==> config.mk <==
export PLATFORM = sky130hd
export DESIGN_NAME = pad2d_stream
export DESIGN_NICKNAME = d
export VERILOG_FILES = /design/src/rtl/pad2d_stream.sv
export SDC_FILE = /design/constraint.sdc
export NUM_CORES = 1
export LEC_CHECK = 0
export CAP_MARGIN = 20
export CORE_ASPECT_RATIO = 0.7
export CORE_MARGIN = 4
export CORE_UTILIZATION = 35
export CTS_BUF_LIST = sky130_fd_sc_hd__clkbuf_2
export CTS_CLUSTER_DIAMETER = 40
export DETAILED_ROUTE_END_ITERATION = 8
export PLACE_DENSITY = 0.69
export SLEW_MARGIN = 20
export SYNTH_ARGS = -nofsm -noshare
export SYNTH_HDL_FRONTEND = slang
export SYNTH_SLANG_ARGS = --single-unit
==> constraint.sdc <==
create_clock -name clk -period 1.96 [get_ports clk]
set_input_delay 0.294 -clock clk [delete_from_list [all_inputs] [get_ports clk]]
set_output_delay 0.294 -clock clk [all_outputs]
set_load 0.005 [all_outputs]
==> src/rtl/pad2d_stream.sv <==
// pad2d_stream -- streams a SIZE_H x SIZE_W frame out with a constant border
// of PAD_T/PAD_B rows and PAD_L/PAD_R columns, in raster order.
//
// Ports:
//   clk        rising-edge clock
//   rst_n      synchronous active-low reset
//   din        input pixel, CHANNEL lanes of N bits, lane 0 in the LSBs
//   din_vld    input valid     / din_rdy  input ready (combinational)
//   dout       registered output pixel
//   dout_vld   output valid    / dout_rdy output ready
//   dout_last  high with the final pixel of the padded frame
//   busy       high while a frame is running or an output is pending
module pad2d_stream #(
  parameter int unsigned   N       = 8,
  parameter int unsigned   CHANNEL = 3,
  parameter int unsigned   SIZE_H  = 32,
  parameter int unsigned   SIZE_W  = 32,
  parameter int unsigned   PAD_T   = 1,
  parameter int unsigned   PAD_B   = 1,
  parameter int unsigned   PAD_L   = 1,
  parameter int unsigned   PAD_R   = 1,
  parameter logic [N-1:0]  PAD_VAL = '0
) (
  input  logic                 clk,
  input  logic                 rst_n,
  input  logic [CHANNEL*N-1:0] din,
  input  logic                 din_vld,
  output logic                 din_rdy,
  output logic [CHANNEL*N-1:0] dout,
  output logic                 dout_vld,
  input  logic                 dout_rdy,
  output logic                 dout_last,
  output logic                 busy
);

  localparam int unsigned OH = SIZE_H + PAD_T + PAD_B;
  localparam int unsigned OW = SIZE_W + PAD_L + PAD_R;
  localparam int unsigned RW = (OH > 1) ? $clog2(OH) : 1;
  localparam int unsigned CW = (OW > 1) ? $clog2(OW) : 1;

  localparam int unsigned ROW_LO = PAD_T;
  localparam int unsigned ROW_HI = PAD_T + SIZE_H;
  localparam int unsigned COL_LO = PAD_L;
  localparam int unsigned COL_HI = PAD_L + SIZE_W;

  localparam logic [CHANNEL*N-1:0] PAD_WORD = {CHANNEL{PAD_VAL}};

  typedef enum logic {
    IDLE = 1'b0,
    RUN  = 1'b1
  } state_t;

  state_t        state;
  logic [RW-1:0] row;
  logic [CW-1:0] col;

  logic [31:0] row_w;
  logic [31:0] col_w;
  logic        interior;
  logic        load_en;
  logic        advance;
  logic        col_end;
  logic        at_end;

  always_comb begin
    row_w    = 32'(row);
    col_w    = 32'(col);
    interior = (row_w >= ROW_LO) && (row_w < ROW_HI) &&
               (col_w >= COL_LO) && (col_w < COL_HI);
    load_en  = !dout_vld || dout_rdy;
    // Pad positions never wait for input; interior positions need a pixel.
    advance  = (state == RUN) && load_en && (!interior || din_vld);
    col_end  = (col == CW'(OW - 1));
    at_end   = col_end && (row == RW'(OH - 1));
    din_rdy  = (state == RUN) && interior && load_en;
    busy     = (state == RUN) || dout_vld;
  end

  always_ff @(posedge clk) begin
    if (!rst_n) begin
      state     <= IDLE;
      row       <= '0;
      col       <= '0;
      dout      <= '0;
      dout_vld  <= 1'b0;
      dout_last <= 1'b0;
    end else begin
      // The pixel that wakes the block is left on din for the first
      // interior position; the transition itself consumes nothing.
      if (state == IDLE && din_vld) begin
        state <= RUN;
      end

      if (advance) begin
        dout      <= interior ? din : PAD_WORD;
        dout_vld  <= 1'b1;
        dout_last <= at_end;
        if (at_end) begin
          state <= IDLE;
          row   <= '0;
          col   <= '0;
        end else if (col_end) begin
          col <= '0;
          row <= row + 1'b1;
        end else begin
          col <= col + 1'b1;
        end
      end else if (dout_rdy) begin
        dout_vld  <= 1'b0;
        dout_last <= 1'b0;
      end
    end
  end

endmodule

==> run metrics, run 1 <==
H-tree depth=2; setup ws final=-0.08909 ns; clock skew=0.007717 ns; #FFs+latches synth=39; Static Leak=1.136 nW; Avg WL per Cell=15.84 µm; total track usage=0.1586; drt pass-1 iters=5; Rows=20; first-pass GRT wire length=7.231 mm; Mapped Area=1633 µm²; violated checks=setup timing; worst endpoint data arrival time=2.41 ns; core box area=4429 µm²; largest net degree at the start of global routing=25; status=finished with violations; WL final=4.847 mm; top_reg_cell synth=dfxtp_1; ys async rst share=0; # hold bufs at CTS=0; initial antenna violation count=0; Hold WC Path Type=input port to register; YS warnings=0; Tot Pwr=0.001626 W; # IOs=56; placer's final routability congestion estimate=0.8611; vias in the first global route=1515; placed cell count=285; Final period util=1.045; Filler cells=364; Clk Latency, worst-skew pair=0.40 ns; pwr/cell area=588.1 nW/µm²; DRT iter0 DRCs=150; die area=5839 µm²; WP data required=2.32 ns; peak supply drop=237.4 µV; fmax=488.0 MHz; post-DP HPWL=3.102 mm; chip width=89.64 µm; largest fanout on the critical path=6; Max stage delay on crit path=0.37 ns; area grow syn2layout=69.35%; Crit Path Class=register to register; Worst Setup End Kind=register; ANT cells=0; Seq/Total Area, Yosys=0.4782; TritonCTS buffer count=5; grt ovf=0; worst-margin pin slew=0.3771 ns; total number of vias=1610; RSZ-0062 raised after global routing=true; layout cells sized above 1=0.2669; CP cell instances=inv_2 > ha_4 > nor4b_4 > mux2i_1 > nand2_1 > buf_4 > buf_6 > nor3_4 > buf_6 > clkbuf_16 > a22o_1; number of routed nets with antenna violations=0; Crit-path slowest cell=dfxtp_2; Cells after Synth=161; CTS root buf=clkbuf_2; Starting Density=0.3686; Max-Cap Viols=0; clock buffer depth=2; post-synthesis cell type count=39; Finish-stage setup viols=26; Tmin final=2.049 ns; Sink Count=39; Die Y=65.15 µm; critical path startpoint category=register; fin util=0.6243; vias per inst=5.261; Port Buf Inserts=55; max-slew headroom at the worst pin=0.7478; Avg Inst Size Synth=10.14 µm²; net count reported at finish=284; CTS tree=built; DRC errors left=0; Clock Pin Slew Worst Setup and Hold Paths=0.20 ns; Final Slew Violations=0; syn nets=195; Final Hold Vio Count=0; final non-filler cell total=306; pre-CTS WS=-0.08990 ns; most frequent CP cell=buf_6; number of flops mapped to enable cells by yosys=0
## layout by cell type, fill, tap and decap left out, drive strengths merged, types with 2 or more instances in the layout
cell type and instances:
mux2i 4, dfxtp 39, nor2 6, and2 2, nor3b 2, ha 6, nand2 9, nor3 4
clkdlybuf4s50 54, o21ai 5, nor4b 2, a22o 24, a32o 4, nor2b 2, bufinv 2, clkbuf 8
inv 7, nand3 14, buf 34, a21boi 4, and3 2
## path summary, 6_finish.rpt
kind         slack (ns)       end     start  depth (start not counted)
max               -0.09   dout[6]    col[1]                         11
min                0.47   dout[8]    din[8]                          2
max reg2reg       -0.09   dout[6]    col[1]                         11
min reg2reg        0.50  dout[23]  dout[23]                          1
## report_power, final
group / switching [W] / leakage (nW) / internal [W] / total, W
Sequential: 0.00000473 / 0.317 / 0.000801 / 0.000806
Clock: 0.000272 / 0.0532 / 0.000349 / 0.000621
Combinational: 0.0000807 / 0.766 / 0.000118 / 0.000199
Total: 0.000358 / 1.14 / 0.00127 / 0.00163
## repair_timing
| action | 4_1_cts | 5_1_grt |
|---|---|---|
| resized for setup | 15 | 20 |
| pin swaps | 6 | 19 |
| cloned | 0 | 3 |
| setup endpoints to repair | 33 | 36 |
| buffers inserted | 5 | 8 |
## worst max-delay path, delay by kind of cell, from the launching register on
family                   cells  cell delay [ns]
buffers and inverters        5             0.61
flip-flops                   1             0.37
multiplexers                 1             0.26
AO/OA/AOI/OAI                1             0.14
adder cells (fa/ha/maj)      1             0.12
AND/OR/NAND/NOR              3             0.50
## per-layer routing
layer | share of wire | global-route usage
met3 | 0.074 | 0.05013
met2 | 0.41 | 0.2162
met5 | 0 | 0
met1 | 0.50 | 0.2364
met4 | 0.013 | 0.04461
## synthesized netlist by cell type, types with 2 or more instances
library cell  instances  share of area
dfxtp_1              39           0.48
nand3_1              14          0.043
a22o_1               24           0.13
nor4b_2               2          0.018
o21ai_1               3         0.0092
and3_1                2         0.0077
a32o_1                4          0.025
nor2_1                5          0.011
a21boi_1              4          0.018
o21ai_0               2         0.0061
nor2b_1               2         0.0077
buf_2                 3         0.0092
nor3_2                2          0.012
nand2_1               9          0.021
inv_1                 7          0.016
ha_1                  6          0.046
clkbuf_1              5          0.011
nor3_1                2         0.0061
mux2i_1               4          0.025
and2_1                2         0.0077
nor3b_1               2         0.0092
## metrics by stage
step                      instance area, µm²  hold WS (ns)  TNS [ns]
after global placement                  2411        0.4552  -0.07725
after floorplan                         1638        0.4267         0
after CTS                               2595        0.4764    -2.718
after detailed placement                2411        0.4551    -1.657
after global routing                    2765        0.4454    -5.208
final                                   2765        0.4721    -1.556
## area by class of cell
cell class / count / area [µm²] / area share
repair buffers: 90 / 898.4 / 0.3249
multi-input cells: 107 / 895.9 / 0.3240
flip-flops and latches: 39 / 785.8 / 0.2842
well taps: 55 / 68.82 / 0.02489
clock inverters: 2 / 60.06 / 0.02172
clock buffers: 6 / 30.03 / 0.01086
inverters: 7 / 26.28 / 0.009502
## flip-flops by register name (all words and copies together), names as in the netlist
signal	flops
row	6
dout	24
state	1
col	6
dout_last	1
dout_vld	1
## logic make-up (layout without fill, tap and decap cells)
family | count (synthesis) | count (layout) | synth area share
and+or+nand+nor | 50 | 50 | 0.1778
AOI/OAI and AO/OA | 46 | 46 | 0.2314
DFF | 39 | 39 | 0.4782
buffers and inverters | 15 | 105 | 0.03678
adders and majority gates | 6 | 6 | 0.04598
muxes | 4 | 4 | 0.02452
xor gates and xnor gates | 1 | 1 | 0.005365
Power figures use the tool's default switching activity.
==> run 2: changes to the inputs <==
HOLD_SLACK_MARGIN = 0.05   (was unset)
==> results of run 2 <==
Same layout as run 1: the final DEF is identical, and so are final timing and power.
==> run 3: changes to the inputs <==
CTS_CLUSTER_SIZE = 30   (was unset)
==> results of run 3 <==
Same layout as run 1: the final DEF is identical, and so are final timing and power.
